### src/rtl/median_avg_pkg.sv
`default_nettype none
// ============================================================================
// Module      : median_avg_pkg
// Description : Shared types and helpers for the median/average filter.
//               Holds the controller state encoding, the median rank helper
//               and the parameter legality check used at elaboration.
// Revision    : 1.0 - initial parametrised release
// ============================================================================
package median_avg_pkg;

    // Controller states: wait for a full window, rank candidates, publish.
    typedef enum logic [1:0] {
        IDLE = 2'd0,
        RANK = 2'd1,
        ACC  = 2'd2
    } state_t;

    // Rank of the median inside an odd-length window (0-based).
    function automatic int med_k(input int med_n);
        return (med_n - 1) / 2;
    endfunction

    // Legal configuration: odd window of 3..15 samples, 2..64 medians/average.
    function automatic bit med_params_ok(input int med_n, input int avg_log2);
        return (med_n >= 3) && (med_n <= 15) && ((med_n % 2) == 1) &&
               (avg_log2 >= 1) && (avg_log2 <= 6);
    endfunction

endpackage
`default_nettype wire

### src/rtl/median_rank_unit.sv
`default_nettype none
// ============================================================================
// Module      : median_rank_unit
// Description : Combinational rank counters. Compares one candidate against
//               every window entry and reports how many entries are strictly
//               smaller (lt_o) and how many are smaller or equal (le_o).
// Ports       : cand_i  - candidate sample
//               win_i   - full window, MED_N entries of DATA_W bits
//               lt_o    - count(win_i[j] <  cand_i)
//               le_o    - count(win_i[j] <= cand_i)
// Revision    : 1.0 - initial parametrised release
// ============================================================================
module median_rank_unit #(
    parameter  int DATA_W = 16,
    parameter  int MED_N  = 5,
    localparam int CNT_W  = $clog2(MED_N + 1)
) (
    input  logic [DATA_W-1:0]            cand_i,
    input  logic [MED_N-1:0][DATA_W-1:0] win_i,
    output logic [CNT_W-1:0]             lt_o,
    output logic [CNT_W-1:0]             le_o
);

    always_comb begin
        lt_o = '0;
        le_o = '0;
        for (int j = 0; j < MED_N; j++) begin
            if (win_i[j] < cand_i) begin
                lt_o = lt_o + 1'b1;
            end
            if (win_i[j] <= cand_i) begin
                le_o = le_o + 1'b1;
            end
        end
    end

endmodule
`default_nettype wire

### src/rtl/median_avg_filter.sv
`default_nettype none
// ============================================================================
// Module      : median_avg_filter
// Description : Sliding-window median of MED_N strobed samples followed by an
//               average over 2**AVG_LOG2 medians (block or running mode).
// Ports       : clk, rst      - clock, synchronous active-high reset
//               data_i        - unsigned sample, valid with data_av_i
//               data_av_i     - one-cycle sample strobe
//               median_o      - last median, median_en_o pulses on update
//               avg_o         - last average, avg_o_en pulses on update
//               busy_o        - a median is in flight; strobes are dropped
//               overrun_o     - sticky, a strobe was dropped
// Revision    : 1.0 - initial parametrised release
// ============================================================================
module median_avg_filter
    import median_avg_pkg::*;
#(
    parameter int DATA_W   = 16,
    parameter int MED_N    = 5,
    parameter int AVG_LOG2 = 3,
    parameter int AVG_MODE = 0
) (
    input  logic              clk,
    input  logic              rst,
    input  logic [DATA_W-1:0] data_i,
    input  logic              data_av_i,
    output logic [DATA_W-1:0] median_o,
    output logic              median_en_o,
    output logic [DATA_W-1:0] avg_o,
    output logic              avg_o_en,
    output logic              busy_o,
    output logic              overrun_o
);

    localparam int AVG_N = 1 << AVG_LOG2;
    localparam int CNT_W = $clog2(MED_N + 1);
    localparam int IDX_W = $clog2(MED_N);
    localparam int ACC_W = DATA_W + AVG_LOG2;

    localparam logic [CNT_W-1:0] C_FILL_FULL = CNT_W'(MED_N);
    localparam logic [CNT_W-1:0] C_FILL_LAST = CNT_W'(MED_N - 1);
    localparam logic [CNT_W-1:0] C_K         = CNT_W'(med_k(MED_N));
    localparam logic [IDX_W-1:0] C_K_LAST    = IDX_W'(MED_N - 1);

    if (!med_params_ok(MED_N, AVG_LOG2)) begin : g_param_check
        $error("median_avg_filter: MED_N must be odd in 3..15 and AVG_LOG2 in 1..6");
    end

    state_t                       state_q, state_d;
    logic [MED_N-1:0][DATA_W-1:0] window_q;
    logic [CNT_W-1:0]             fill_q;
    logic [IDX_W-1:0]             k_q;
    logic                         found_q;
    logic [DATA_W-1:0]            cand_q;
    logic [DATA_W-1:0]            median_q;
    logic                         median_en_q;
    logic [DATA_W-1:0]            avg_q;
    logic                         avg_en_q;
    logic [DATA_W-1:0]            avg_pend_q;
    logic                         avg_pend_v_q;
    logic                         overrun_q;

    logic                         w_busy;
    logic                         w_accept;
    logic                         w_is_acc;
    logic                         w_qual;
    logic [DATA_W-1:0]            w_cand;
    logic [CNT_W-1:0]             w_lt;
    logic [CNT_W-1:0]             w_le;
    logic                         w_avg_fire;
    logic [DATA_W-1:0]            w_avg_val;

    // The publish cycle still counts as busy so a strobe landing on
    // median_en_o is rejected rather than restarting the ranker.
    assign w_busy   = (state_q != IDLE) || median_en_q;
    assign w_accept = data_av_i && !w_busy;
    assign w_is_acc = (state_q == ACC);
    assign w_cand   = window_q[k_q];

    median_rank_unit #(
        .DATA_W (DATA_W),
        .MED_N  (MED_N)
    ) u_rank (
        .cand_i (w_cand),
        .win_i  (window_q),
        .lt_o   (w_lt),
        .le_o   (w_le)
    );

    // Candidate is the median when exactly K entries can sit below it;
    // with duplicates several candidates qualify and the first one wins.
    assign w_qual = (w_lt <= C_K) && (C_K < w_le);

    // ------------------------------------------------------------------
    // Controller
    // ------------------------------------------------------------------
    always_ff @(posedge clk) begin
        if (rst) begin
            state_q <= IDLE;
        end else begin
            state_q <= state_d;
        end
    end

    always_comb begin
        state_d = state_q;
        case (state_q)
            IDLE: begin
                // fill_q is pre-shift: MED_N-1 means this strobe completes it
                if (w_accept && (fill_q >= C_FILL_LAST)) begin
                    state_d = RANK;
                end
            end
            RANK: begin
                if (k_q == C_K_LAST) begin
                    state_d = ACC;
                end
            end
            ACC:     state_d = IDLE;
            default: state_d = IDLE;
        endcase
    end

    // ------------------------------------------------------------------
    // Window, ranking and output registers
    // ------------------------------------------------------------------
    always_ff @(posedge clk) begin
        if (rst) begin
            window_q     <= '0;
            fill_q       <= '0;
            k_q          <= '0;
            found_q      <= 1'b0;
            cand_q       <= '0;
            median_q     <= '0;
            median_en_q  <= 1'b0;
            avg_q        <= '0;
            avg_en_q     <= 1'b0;
            avg_pend_q   <= '0;
            avg_pend_v_q <= 1'b0;
            overrun_q    <= 1'b0;
        end else begin
            if (w_accept) begin
                window_q <= {window_q[MED_N-2:0], data_i};
                if (fill_q != C_FILL_FULL) begin
                    fill_q <= fill_q + 1'b1;
                end
            end

            if (data_av_i && w_busy) begin
                overrun_q <= 1'b1;
            end

            median_en_q <= 1'b0;
            case (state_q)
                IDLE: begin
                    k_q     <= '0;
                    found_q <= 1'b0;
                end
                RANK: begin
                    if (k_q != C_K_LAST) begin
                        k_q <= k_q + 1'b1;
                    end
                    if (!found_q && w_qual) begin
                        found_q <= 1'b1;
                        cand_q  <= w_cand;
                    end
                end
                ACC: begin
                    median_q    <= cand_q;
                    median_en_q <= 1'b1;
                end
                default: ;
            endcase

            // Average is staged one cycle so avg_o_en trails median_en_o.
            avg_pend_v_q <= w_avg_fire;
            if (w_avg_fire) begin
                avg_pend_q <= w_avg_val;
            end
            avg_en_q <= avg_pend_v_q;
            if (avg_pend_v_q) begin
                avg_q <= avg_pend_q;
            end
        end
    end

    // ------------------------------------------------------------------
    // Averager
    // ------------------------------------------------------------------
    if (AVG_MODE == 0) begin : g_block
        localparam logic [AVG_LOG2-1:0] C_MCNT_LAST = AVG_LOG2'(AVG_N - 1);

        logic [ACC_W-1:0]    acc_q;
        logic [AVG_LOG2-1:0] mcnt_q;
        logic [ACC_W-1:0]    w_acc_sum;

        // Sum including the median being published this cycle.
        assign w_acc_sum  = acc_q + ACC_W'(cand_q);
        assign w_avg_fire = w_is_acc && (mcnt_q == C_MCNT_LAST);
        assign w_avg_val  = DATA_W'(w_acc_sum >> AVG_LOG2);

        always_ff @(posedge clk) begin
            if (rst) begin
                acc_q  <= '0;
                mcnt_q <= '0;
            end else if (w_is_acc) begin
                mcnt_q <= mcnt_q + 1'b1;
                acc_q  <= (mcnt_q == C_MCNT_LAST) ? '0 : w_acc_sum;
            end
        end
    end else begin : g_running
        localparam int SEEN_W = AVG_LOG2 + 1;
        localparam logic [SEEN_W-1:0] C_SEEN_FULL = SEEN_W'(AVG_N);
        localparam logic [SEEN_W-1:0] C_SEEN_LAST = SEEN_W'(AVG_N - 1);

        logic [AVG_N-1:0][DATA_W-1:0] ring_q;
        logic [AVG_LOG2-1:0]          wr_q;
        logic [SEEN_W-1:0]            seen_q;
        logic [ACC_W-1:0]             sum_q;
        logic [ACC_W-1:0]             w_sum_new;

        // ring_q[wr_q] is the oldest median; it is always part of sum_q
        // (zero before the ring fills), so the subtraction cannot wrap.
        assign w_sum_new  = sum_q + ACC_W'(cand_q) - ACC_W'(ring_q[wr_q]);
        assign w_avg_fire = w_is_acc && (seen_q >= C_SEEN_LAST);
        assign w_avg_val  = DATA_W'(w_sum_new >> AVG_LOG2);

        always_ff @(posedge clk) begin
            if (rst) begin
                ring_q <= '0;
                wr_q   <= '0;
                seen_q <= '0;
                sum_q  <= '0;
            end else if (w_is_acc) begin
                ring_q[wr_q] <= cand_q;
                wr_q         <= wr_q + 1'b1;
                sum_q        <= w_sum_new;
                if (seen_q != C_SEEN_FULL) begin
                    seen_q <= seen_q + 1'b1;
                end
            end
        end
    end

    assign median_o    = median_q;
    assign median_en_o = median_en_q;
    assign avg_o       = avg_q;
    assign avg_o_en    = avg_en_q;
    assign busy_o      = w_busy;
    assign overrun_o   = overrun_q;

endmodule
`default_nettype wire

### config.mk
export PLATFORM = sky130hd
export DESIGN_NAME = median_avg_filter
export DESIGN_NICKNAME = d
export VERILOG_FILES = /design/src/rtl/median_avg_pkg.sv /design/src/rtl/median_rank_unit.sv /design/src/rtl/median_avg_filter.sv
export SDC_FILE = /design/constraint.sdc
export NUM_CORES = 1
export LEC_CHECK = 0
export CORE_ASPECT_RATIO = 2
export CORE_UTILIZATION = 53
export CTS_CLUSTER_DIAMETER = 200
export DETAILED_ROUTE_END_ITERATION = 6
export GPL_ROUTABILITY_DRIVEN = 0
export GPL_TIMING_DRIVEN = 0
export PLACE_DENSITY = 0.75
export SLEW_MARGIN = 10
export SYNTH_ARGS = -nofsm -noshare
export SYNTH_HDL_FRONTEND = slang
export SYNTH_SLANG_ARGS = --single-unit
### constraint.sdc
create_clock -name clk -period 6.5 [get_ports clk]
set_input_delay 1.95 -clock clk [delete_from_list [all_inputs] [get_ports clk]]
set_output_delay 1.95 -clock clk [all_outputs]
set_load 0.005 [all_outputs]
=== After elaboration in Yosys (flattened, before gate mapping) ===
Cells that the tools add are included.

* Register bits: 179
* Input bits: 19
* Output and inout port bits: 36
* Logic and storage cells: 93

* $add $sub $neg: 12
* $lt $le $gt $ge: 14
* Equality and inequality tests: 10
* Muxes and demuxes: 21
* Reductions and logical operators: 17

{| class="wikitable"
|+ Operator list
! cell !! count
|-
| $le 16x16->1 || 5
|-
| $lt 16x16->1 || 5
|-
| $bmux 16 s3 || 1
|-
| $add 3x1->3 const B || 9
|-
| $mux 3 || 9
|-
| $add 19x16->19 || 1
|-
| $mux 19 || 1
|-
| $mux 16 || 1
|-
| $reduce_and 2->1 || 5
|-
| $ne 2x2->1 const B || 4
|-
| $eq 3x3->1 const B || 2
|-
| $logic_and 1x1->1 || 6
|-
| $ne 3x3->1 const B || 2
|-
| $pmux 3 s2 || 1
|-
| $add 1x1->2 const B || 2
|-
| $lt 3x4->1 const B || 1
|-
| $mux 1 || 4
|-
| $mux 2 || 2
|-
| $pmux 2 s2 || 1
|-
| $reduce_bool 2->1 || 2
|-
| $ge 3x3->1 const B || 1
|-
| $le 3x2->1 const B || 1
|-
| $lt 2x3->1 const A || 1
|-
| $eq 2x1->1 const B || 1
|-
| 5 further kinds || 6
|}

=== Longest topological paths before layout ===
Gate-level depths: netlist (run 1).

* Depth in word-level cells: 17
* Depth in mapped cells: 31
* Depth with buffers taken out: 29

=== By module ===
Synthesis (run 1) repeated with hierarchy kept, for this count alone.

* Cells, all modules: 1238
* Area, all modules: 10089.7 um^2

{| class="wikitable"
|+ By module, submodules not included
! module !! times used !! cells an instance !! area an instance (um^2) !! sequential area each (um^2)
|-
| median_avg_filter || 1 || 973 || 7948.9 || 3583.4
|-
| median_rank_unit || 1 || 265 || 2140.8 || 0.0
|}

=== Worst setup path before layout (run 1) ===
Ideal clock, no wire load.

* Path type: reg2reg
* Start point: register k_q[0]
* End point: register cand_q[10]
* Setup time: 0.091 ns
* Arrival time: 6.312 ns
* Data required time: 6.409 ns
* Slack: 0.097 ns
* Stages on the path, launching flop included: 30
* Buffers on the path: 3
* Period minus slack after synthesis: 6.403 ns
* Path through: dfxtp_1 clkbuf_1 clkbuf_1 mux4_2 a22oi_1 ha_1 o21a_1 o21a_1 o21a_1 o21ai_0 nand2b_1 a21oi_1 nor2_1 o22ai_1 inv_1 ha_1 xnor2_1 inv_1 ha_1 inv_1 nor2_1 a21o_1 ha_1 nand2_1 xnor3_1 or3_1 a221oi_4 buf_6 a21oi_1 a311oi_1

* Word-level cells in the longest chain between the ends: 16
* Elaborated cells on any way between the ends: 35
* Those cells by class: add/sub (8); order compare (12); mux (12); reduce/logical (3)

{| class="wikitable"
|+ RTL lines
! element !! RTL line !! RTL
|-
| from (decl) || median_avg_filter.sv:52 || <nowiki>logic [IDX_W-1:0] k_q;</nowiki>
|-
| from (signal assigned) || median_avg_filter.sv:161 || <nowiki>k_q <= k_q + 1'b1;</nowiki>
|-
| $bmux 16 s3 * || median_avg_filter.sv:78 || <nowiki>assign w_cand = window_q[k_q];</nowiki>
|-
| $mux 16 (not written as such) * || median_avg_filter.sv:78 ||
|-
| $lt 16x16->1 or $le 16x16->1 (tied branches) || median_rank_unit.sv:28, median_rank_unit.sv:31 ||
|-
| $mux 1 (on tied branches) || median_rank_unit.sv:28, median_rank_unit.sv:31 ||
|-
| $add 1x1->2 (on tied branches) || median_rank_unit.sv:29, median_rank_unit.sv:32 ||
|-
| $mux 3 (on tied branches) || median_rank_unit.sv:28, median_rank_unit.sv:31 ||
|-
| $add 3x1->3 (on tied branches) || median_rank_unit.sv:29, median_rank_unit.sv:32 ||
|-
| $mux 3 (on tied branches) || median_rank_unit.sv:28, median_rank_unit.sv:31 ||
|-
| $add 3x1->3 (on tied branches) || median_rank_unit.sv:29, median_rank_unit.sv:32 ||
|-
| $mux 3 (on tied branches) || median_rank_unit.sv:28, median_rank_unit.sv:31 ||
|-
| $add 3x1->3 (on tied branches) || median_rank_unit.sv:29, median_rank_unit.sv:32 ||
|-
| $mux 3 (on tied branches) || median_rank_unit.sv:28, median_rank_unit.sv:31 ||
|-
| $le 3x2->1 or $lt 2x3->1 (tied branches) || median_avg_filter.sv:92 || <nowiki>assign w_qual = (w_lt <= C_K) && (C_K < w_le);</nowiki>
|-
| $logic_and 1x1->1 || median_avg_filter.sv:92 ||
|-
| $logic_and 1x1->1 || median_avg_filter.sv:163 || <nowiki>if (!found_q && w_qual) begin</nowiki>
|-
| $reduce_and 2->1 (no source line) || -- ||
|-
| to (signal assigned) || median_avg_filter.sv:165 || <nowiki>cand_q <= w_cand;</nowiki>
|-
| to (decl) || median_avg_filter.sv:54 || <nowiki>logic [DATA_W-1:0] cand_q;</nowiki>
|}

Mark *: on every way between the ends. The rest lies on a longest branch, timed or not. The select of a mux whose other input is x is not followed.
A chain may end at the register's enable or synchronous reset.

=== Worst setup path in the final report (run 1) ===
* Start point: register k_q[1]
* End point: register cand_q[12]

The elaborated chain is that of the path after synthesis.

==> flow_summary.json, run 1 <==
{
  "holdBufCountCts": 0,
  "row_count": 69,
  "ant_nets": 0,
  "fin_cells": 1455,
  "p_leak_nw": 4.36,
  "ff2ff_setup_slack_ns": 0.26,
  "timing.final.crit_share_pct": 96.0,
  "r2r_start": "k_q[1]",
  "grt_overflow": 0,
  "totalWireLength_um": 27400,
  "h-tree-depth": 4,
  "synth_xor_area_share_pct": 2.19,
  "clock.fmax_mhz": 160,
  "wl_met1_um": 8760,
  "yosysSeqAreaShare_pct": 37.1,
  "core_area_sq_um": 17800,
  "arrival_ns": 6.60,
  "post-dp-hpwl_um": 21500,
  "drcViolationCount": 0,
  "cp.required_ns": 6.86,
  "hp-start": "median_o[3]",
  "die_h_um": 193,
  "synthFlopType": "dfxtp_1",
  "cts_tree": "built",
  "syn_inst": 1147,
  "end_kind": "flop",
  "grt.total_usage_pct": 29.8,
  "vdd_drop_max_uv": 206,
  "synth_compound_area_share_pct": 18.4,
  "hold_end": "median_o[3]",
  "grt_max_degree": 19,
  "r2r_end": "cand_q[12]",
  "min_period_ns": 6.24,
  "async_reset_ff_share_pct": 0,
  "slew_viol_final": 0,
  "drive_gt1_share_pct": 7.65,
  "antenna_found_initial": 0,
  "ys_warn_count": 0,
  "grt_pass1_wl_um": 43100,
  "syn_nets": 1277,
  "slew_headroom_pct": 43.8,
  "finish.utilization_pct": 63.2,
  "viasPerCell": 5.91,
  "vias": 8603,
  "die_w_um": 97.5,
  "clock_path_buffers": 2,
  "wl_met2_um": 14800,
  "die_area_sq_um": 18800,
  "worstHoldPathType": "flop to flop",
  "setup_viol": 0,
  "drv_cap": 0,
  "port_buffers": 53,
  "synth_fa_ha_area_share_pct": 14.5,
  "tightest_slew_ns": 0.844,
  "critPathLaunch": "k_q[1]",
  "wl_met3_um": 877,
  "cts_buffers": 17,
  "synth_top_family_by_area": "simple AND/OR/NAND/NOR gates",
  "rsz0062_at_grt": "false",
  "syn_to_final_growth_pct": 16.3,
  "synth_area_sq_um": 9660,
  "clock_sinks": 179,
  "avgRoutedWirePerCell_um": 18.8,
  "cp-start-kind": "flop",
  "outcome": "completed",
  "final_nets": 1359,
  "insertion_delay_ns": 0.45,
  "post-place-cells": 1413,
  "firstDrtPassIters": 5,
  "syn_area_per_cell_sq_um": 8.42,
  "clk_pin_slew_ns": 0.07,
  "drtIter0Drc": 266,
  "cp_max_fo": 9,
  "synth_mux_area_share_pct": 5.71,
  "hold_viol": 0,
  "grt_pass1_vias": 8776,
  "critPathKind": "flop to flop",
  "dr.max_layer_used": "met4",
  "whs_path_depth": 2,
  "power_density_nw_per_um2": 242,
  "root_buffer": "clkbuf_16",
  "ys_types": 55,
  "fin_worst_skew_ns": 0.00986,
  "ys_ff_latch": 179,
  "synth_edf_count": 0,
  "initial_core_util_pct": 54.3,
  "insertedDiodeCount": 0,
  "synth-simple-area-share_pct": 18.4,
  "worstRegToRegCells": 24,
  "boundaryPins": 55
}
[routing by layer]
layer  GRT usage, %  up-vias
met5              0        -
met4           30.8        0
met3           4.64      132
met2           57.2      243
met1           24.6     4006
li1               -     4222
[worst max-delay path, stage by stage (launching register included)]
cell,delay [ns]
dfxtp_1,0.34
buf_4,0.25
mux4_2,0.54
a22oi_1,0.55
ha_1,0.37
nand4_1,0.10
nor2_1,0.07
a2111oi_0,0.54
nand2_1,0.13
o22a_1,0.30
ha_4,0.29
xnor2_2,0.18
inv_1,0.08
ha_1,0.31
inv_1,0.06
nor2_1,0.05
a21o_1,0.16
ha_1,0.17
nand2_1,0.06
xnor3_1,0.38
or3_1,0.37
a221oi_4,0.33
buf_6,0.19
a21oi_1,0.07
a311oi_1,0.26
[report_power, final]
part	leakage, nW	internal [mW]	switching, mW
clock	0.268	0.507	0.499
combinational	2.64	0.221	0.358
sequential	1.45	1.11	0.0195
[synthesized netlist by cell type (all sizes together), types with 7 or more instances]
cell | count | share of area, %
nand2 | 253 | 9.8
dfxtp | 179 | 37
a21oi | 176 | 9.1
ha | 110 | 14
nor2 | 76 | 3.0
clkbuf | 58 | 2.3
a22oi | 25 | 1.9
inv | 23 | 0.89
o21ai | 20 | 1.0
mux2i | 18 | 1.9
a311oi | 16 | 1.5
mux4 | 16 | 3.7
a21o | 13 | 1.0
nor3 | 13 | 0.67
o21a | 12 | 0.93
nand3 | 11 | 0.57
nand4 | 10 | 0.71
xor2 | 10 | 0.91
nand2b | 9 | 0.58
xnor2 | 9 | 0.82
a211oi | 8 | 0.62
and2 | 8 | 0.52
nor2b | 8 | 0.52
buf | 7 | 0.49
[through the flow]
step	setup WS [ns]	cell area (sq um)	setup TNS (ns)	power [mW]	hold slack, ns
finish	0.261	11200	0	2.71	0.455
global route	0.0207	11200	0	2.82	0.487
CTS	0.00504	11100	0	2.70	0.456
detailed placement	-1.28	10500	-20.53	1.70	0.446
global placement	-1.10	10500	-18.01	1.68	0.442
floorplan	0.0972	9660	0	1.55	0.432
[state kept, by name, summed over array words and instances (netlist names)]
name            count
avg_o              16
avg_o_en            1
avg_pend_q         16
avg_pend_v_q        1
cand_q             16
fill_q              3
found_q             1
g_block.acc_q      19
g_block.mcnt_q      3
k_q                 3
median_en_o         1
median_o           16
overrun_o           1
state_q             2
window_q           80
[how the worst max path moves through the flow]
stage | to | cells past startpoint
after global placement | cand_q[14] | 29
after CTS | cand_q[1] | 30
after global routing | cand_q[1] | 31
after floorplan | cand_q[10] | 29
final | cand_q[12] | 24
after detailed placement | cand_q[12] | 29
[cell type report]
type / count / area [sq um]
multi-input combinational: 879 / 5810
buffer: 65 / 309
inverter: 24 / 93.8
sequential: 179 / 3580
clock inverter: 15 / 143
clock buffer: 17 / 425
tap: 213 / 267
timing repair buffer: 63 / 606
fill: 1580 / 6550
[timing repair]
| item | in CTS | in global routing |
|---|---|---|
| setup endpoints to repair | 17 | 17 |
| pin swaps | 4 | 1 |
| gates cloned | 0 | 1 |
| setup buffers | 7 | 2 |
| resized for setup | 19 | 19 |
[cell usage in the layout, fill, tap and decap left out, types with 3 or more instances in the layout]
master           Yosys  layout
nand2b_1             9       9
a211oi_1             8       8
clkbuf_16            0      17
clkbuf_1            58      52
buf_4                0      11
and2_1               8       8
nor2b_1              8       8
a22oi_1             25      18
clkinvlp_4           0       5
mux4_2              16      16
nand4_1              9       9
nor4_1               6       6
mux2i_1             18      18
or3_1                6       6
or2_2                5       5
nand3_1             11      11
xor2_1              10      10
inv_1               23      23
a21oi_1            176     174
xnor2_1              9       8
nand3b_1             4       4
a311oi_1            16      15
a22oi_2              0       7
a21o_1              13      13
inv_8                0       5
dfxtp_1            179     179
nand2_1            253     253
nor2_1              75      75
o21ai_0             20      20
o21a_1              12      12
ha_1               110     109
a211o_1              3       3
buf_2                5       5
clkdlybuf4s50_1      0      53
a31oi_1              4       4
nor3_1              13      12
buf_6                2       3
[logic make-up after synthesis]
logic type      after synthesis
compound gates              296
xor+xnor                     21
fa+ha+maj                   111
buf+inv                      89
flops                       179
mux                          35
simple gates                416
No activity file was read; power rests on OpenSTA's default activity.
==> inputs of run 2 (changes only) <==
--- a/config.mk
+++ b/config.mk
@@ -6,12 +6,15 @@
 export NUM_CORES = 1
 export LEC_CHECK = 0
 export CORE_ASPECT_RATIO = 2
+export CORE_MARGIN = 4
 export CORE_UTILIZATION = 53
+export CTS_BUF_LIST = sky130_fd_sc_hd__clkbuf_4
 export CTS_CLUSTER_DIAMETER = 200
 export DETAILED_ROUTE_END_ITERATION = 6
 export GPL_ROUTABILITY_DRIVEN = 0
 export GPL_TIMING_DRIVEN = 0
 export PLACE_DENSITY = 0.75
+export SETUP_SLACK_MARGIN = 0.15
 export SLEW_MARGIN = 10
 export SYNTH_ARGS = -nofsm -noshare
 export SYNTH_HDL_FRONTEND = slang
==> run 2 against run 1 <==
  * Worst hold slack better by 0.0086 ns
  * Routed wire length down 0.78%
  * Sequential power about the same
  * Count of clock-buffer cells in the layout unchanged
  * First-iteration DRC count up 29%
  * Critical path depth up 5
  * Via count up 1.0%
  * Die area up 9.5%
  * Total power down 13%
  * Final area down 1.7%
  * Clock power down 35%
==> flow_summary.json, run 2 (synthesis gave the netlist of run 1 again) <==
{
  "outcome": "completed",
  "antenna_found_initial": 1,
  "critical_path_buf_inv_count": 5,
  "whs_path_depth": 2,
  "slew_viol_final": 0,
  "firstDrtPassIters": 5,
  "finish.utilization_pct": 61.8,
  "vias": 8690,
  "rsz0062_at_grt": "true",
  "worstRegToRegCells": 29,
  "grt_overflow": 0,
  "die_w_um": 103,
  "regMostFlops": "window_q",
  "die_area_sq_um": 20600,
  "tightest_slew_ns": 0.789,
  "drcViolationCount": 0,
  "reg.largest.list": "window_q (80), g_block.acc_q (19)",
  "h-tree-depth": 4,
  "fin_worst_skew_ns": 0.0322,
  "largest_register_ffs": 80,
  "cts_tree": "built",
  "hold_viol": 0,
  "cp.required_ns": 7.03,
  "grt_max_degree": 19,
  "avgRoutedWirePerCell_um": 18.6,
  "insertion_delay_ns": 0.61,
  "grt_pass1_wl_um": 42800,
  "critPathKind": "flop to flop",
  "clock_path_buffers": 2,
  "post-place-cells": 1413,
  "clk_pin_slew_ns": 0.16,
  "drtIter0Drc": 343,
  "crit_slowest_cell": "dfxtp_1",
  "grt_pass1_vias": 8723,
  "drive_gt1_share_pct": 8.39,
  "die_h_um": 199,
  "root_buffer": "clkbuf_4",
  "slew_headroom_pct": 47.4,
  "ant_nets": 0,
  "final_cell_mix": "nand2_1, dfxtp_1, a21oi_1",
  "layout_setup_ws_ns": 0.321,
  "row_count": 69,
  "p_leak_nw": 4.30,
  "syn_to_final_growth_pct": 14.3,
  "crit_family": "compound AO/OA/AOI/OAI gates",
  "post-place-ws_ns": -1.03,
  "totalWireLength_um": 27200,
  "initial_core_util_pct": 54.1,
  "vdd_drop_max_uv": 155,
  "clock.fmax_mhz": 162,
  "nFillCells": 1641,
  "cp_max_fo": 10,
  "timing.final.crit_share_pct": 95.1,
  "power_density_nw_per_um2": 214,
  "final_common_cell": "nand2_1",
  "boundaryPins": 55,
  "core_area_sq_um": 17900,
  "cp-start-kind": "flop",
  "path_depth": 29,
  "arrival_ns": 6.71,
  "grt.total_usage_pct": 27.3,
  "end_kind": "flop",
  "cts_buffers": 17,
  "clock_sinks": 179,
  "setup_viol": 0,
  "cpPeakStageDelay_ns": 0.41,
  "min_period_ns": 6.18,
  "post-dp-hpwl_um": 21800,
  "viasPerCell": 5.93,
  "final_nets": 1369,
  "drv_cap": 0,
  "port_buffers": 53,
  "worstHoldPathType": "flop to flop",
  "fin_cells": 1466
}
[run 2: what timing repair did]
action	in CTS	in global routing
setup endpoints to repair	17	17
buffers inserted	7	12
pin swaps	3	7
cloned	0	1
resized for setup	22	15
hold buffers	0	0
[run 2: power by group]
part	leakage [nW]	switching, mW	total [mW]	internal (mW)
sequential	1.45	0.0193	1.13	1.11
combinational	2.70	0.356	0.582	0.226
clock	0.159	0.444	0.652	0.208
total	4.30	0.819	2.37	1.55
[run 2: layer usage]
| layer | GRT usage, % | up-vias | wire, um |
|---|---|---|---|
| met2 | 50.4 | 261 | 14900 |
| met1 | 24.0 | 4062 | 8830 |
| met5 | 0 | - | 0 |
| li1 | - | 4247 | - |
| met4 | 24.4 | 0 | 2580 |
| met3 | 4.21 | 120 | 917 |
[run 2: worst paths after layout]
| check | slack (ns) | startpoint | endpoint |
|---|---|---|---|
| setup / recovery | 0.32 | k_q[1] | cand_q[11] |
| hold / removal | 0.46 | median_o[1] | median_o[1] |
| setup reg to reg | 0.32 | k_q[1] | cand_q[11] |
| hold reg to reg | 0.46 | median_o[1] | median_o[1] |
[run 2: worst register-to-register path: cells and delay by family (launching register included)]
family	cells	cell delay, ns
simple gates	6	0.80
mux	1	0.33
compound gates	11	2.20
fa+ha+maj	4	1.06
buf+inv	5	0.76
xor+xnor	2	0.56
flops	1	0.41
[run 2: final cells by class]
cell class | instances | area, sq um | area share [%]
Multi-Input combinational cell | 879 | 5800 | 52.5
Clock inverter | 15 | 161 | 1.46
Antenna cell | 1 | 2.50 | 0.0227
Timing Repair Buffer | 73 | 681 | 6.16
Clock buffer | 17 | 128 | 1.16
Buffer | 65 | 324 | 2.93
Tap cell | 213 | 267 | 2.41
Inverter | 24 | 93.8 | 0.850
Sequential cell | 179 | 3580 | 32.5
[run 2: stage by stage]
| step | hold WS, ns | cell area [sq um] | TNS, ns | power [mW] |
|---|---|---|---|---|
| 5_1_grt | 0.487 | 11000 | 0 | 2.47 |
| 3_3_place_gp | 0.442 | 10500 | -14.70 | 1.68 |
| 3_5_place_dp | 0.447 | 10500 | -16.84 | 1.70 |
| 2_1_floorplan | 0.432 | 9660 | 0 | 1.55 |
| 4_1_cts | 0.466 | 10900 | 0 | 2.35 |
| 6_report | 0.464 | 11000 | 0 | 2.37 |
==> inputs of run 3 (changes only) <==
--- a/config.mk
+++ b/config.mk
@@ -14,6 +14,7 @@
 export GPL_ROUTABILITY_DRIVEN = 0
 export GPL_TIMING_DRIVEN = 0
 export PLACE_DENSITY = 0.75
+export REMOVE_ABC_BUFFERS = 1
 export SETUP_SLACK_MARGIN = 0.15
 export SLEW_MARGIN = 10
 export SYNTH_ARGS = -nofsm -noshare
==> run 3 against run 2 <==
  * Core utilization up 0.48 points
  * Count of clock-buffer cells in the layout unchanged
  * Sequential cell count unchanged
==> flow_summary.json, run 3 (synthesis gave the netlist of run 1 again) <==
{
  "clock_path_buffers": 2,
  "row_count": 69,
  "viasPerCell": 5.95,
  "timing.final.crit_share_pct": 93.3,
  "reg.largest.list": "window_q (80), g_block.acc_q (19)",
  "finish.utilization_pct": 62.3,
  "grt_max_degree": 95,
  "vdd_drop_max_uv": 216,
  "grt_pass1_vias": 7978,
  "cts_buffers": 17,
  "post-place-ws_ns": -1.36,
  "power.share.sequential_pct": 45.3,
  "antenna_found_initial": 1,
  "switching_power_mw": 0.783,
  "boundaryPins": 55,
  "layout_setup_ws_ns": 0.433,
  "clock_sinks": 179,
  "clk_pin_slew_ns": 0.15,
  "core_area_sq_um": 17900,
  "setup_viol": 0,
  "final_nets": 1322,
  "final_common_cell": "nand2_1",
  "slew_viol_final": 0,
  "nFillCells": 1548,
  "outcome": "completed",
  "power.share.combinational_pct": 22.9,
  "post-dp-hpwl_um": 16900,
  "worstHoldPathType": "flop to flop",
  "critPathKind": "flop to flop",
  "regMostFlops": "window_q",
  "drcViolationCount": 0,
  "min_period_ns": 6.07,
  "die_area_sq_um": 20600,
  "drtIter0Drc": 424,
  "ff2ff_setup_slack_ns": 0.43,
  "p_total_mw": 2.50,
  "ant_nets": 0,
  "crit_family": "compound AO/OA/AOI/OAI gates",
  "h-tree-depth": 4,
  "largest_register_ffs": 80,
  "drv_cap": 0,
  "holdBufCountCts": 0,
  "insertion_delay_ns": 0.60,
  "initial_core_util_pct": 54.1,
  "port_buffers": 54,
  "critical_path_buf_inv_count": 7,
  "slew_headroom_pct": 36.8,
  "p_sw_share_pct": 31.4,
  "clockPowerShare_pct": 31.8,
  "avgRoutedWirePerCell_um": 17.1,
  "grt_pass1_wl_um": 38400,
  "final_cell_mix": "nand2_1, dfxtp_1, a21oi_1",
  "cp_max_fo": 17,
  "tightest_slew_ns": 0.945,
  "firstDrtPassIters": 6,
  "root_buffer": "clkbuf_4",
  "totalWireLength_um": 24300,
  "internal_power_mw": 1.71,
  "cts_tree": "built",
  "cp-start-kind": "flop",
  "end_kind": "flop",
  "hold_viol": 0,
  "die_w_um": 103,
  "p_leak_nw": 4.34,
  "power_density_nw_per_um2": 224,
  "cpPeakStageDelay_ns": 0.40,
  "drive_gt1_share_pct": 10.1,
  "cp.required_ns": 7.00,
  "grt.total_usage_pct": 23.9,
  "rsz0062_at_grt": "false",
  "crit_slowest_cell": "xnor3_1",
  "die_h_um": 199,
  "clock.fmax_mhz": 165,
  "grt_overflow": 0,
  "syn_to_final_growth_pct": 15.2,
  "fin_worst_skew_ns": 0.0274,
  "vias": 8443,
  "arrival_ns": 6.57
}
-- run 3: cell count changes in the layout (fill, tap and decap cells not counted), sizes merged --
cell and delta:
buf +6, a221oi +1, inv -6, bufinv +5
clkbuf -54
-- run 3: worst paths after layout --
| check | start | endpoint | cells past startpoint |
|---|---|---|---|
| worst max register to register | k_q[0] | cand_q[13] | 31 |
| worst max-delay path | k_q[0] | cand_q[13] | 31 |
| worst min register to register | median_o[3] | median_o[3] | 2 |
| worst min-delay path | median_o[3] | median_o[3] | 2 |
-- run 3: final cells by class --
| type | count | area [sq um] | share of cell area [%] |
|---|---|---|---|
| inverter | 24 | 95.1 | 0.855 |
| sequential | 179 | 3590 | 32.3 |
| antenna | 1 | 2.50 | 0.0225 |
| clock buffer | 17 | 128 | 1.15 |
| multi-input combinational | 880 | 5880 | 52.8 |
| clock inverter | 14 | 251 | 2.26 |
| tap | 213 | 267 | 2.39 |
| timing repair buffer | 90 | 915 | 8.22 |
-- run 3: repair_timing --
item	4_1_cts	5_1_grt
pin swaps	2	7
endpoints found under the setup margin	17	17
cloned	1	1
buffers inserted	8	21
resized for setup	16	15
-- run 3: worst register-to-register path: cells and delay by family (launching register included) --
kind                       cells  cell delay, ns
xor gates and xnor gates       2            0.58
adders and majority gates      4            1.02
DFF                            1            0.38
buffers and inverters          7            1.01
and+or+nand+nor                7            1.02
AOI/OAI and AO/OA             11            1.97
-- run 3: stage by stage --
step / cell area (sq um) / setup TNS [ns] / hold WS [ns] / cells
after floorplan: 9390 / -5.26 / 0.425 / 1082
after global placement: 10200 / -167.46 / 0.441 / 1349
after detailed placement: 10300 / -22.63 / 0.448 / 1355
after CTS: 10900 / 0 / 0.468 / 1395
after global routing: 11100 / 0 / 0.487 / 1418
final: 11100 / 0 / 0.465 / 1418
-- run 3: power by group through the flow --
stage | clock, mW | sequential, mW | combinational [mW]
after CTS | 0.811 | 1.13 | 0.544
after global routing | 0.845 | 1.13 | 0.624
final | 0.793 | 1.13 | 0.573
after detailed placement | 0 | 1.16 | 0.490
after global placement | 0 | 1.16 | 0.476
after floorplan | 0 | 1.15 | 0.360
-- run 3: routing by layer --
layer / part of all wire (%) / track usage [%]
met1: 35 / 23.6
met2: 54 / 44.2
met3: 3.5 / 3.19
met4: 7.4 / 16.1
met5: 0 / 0
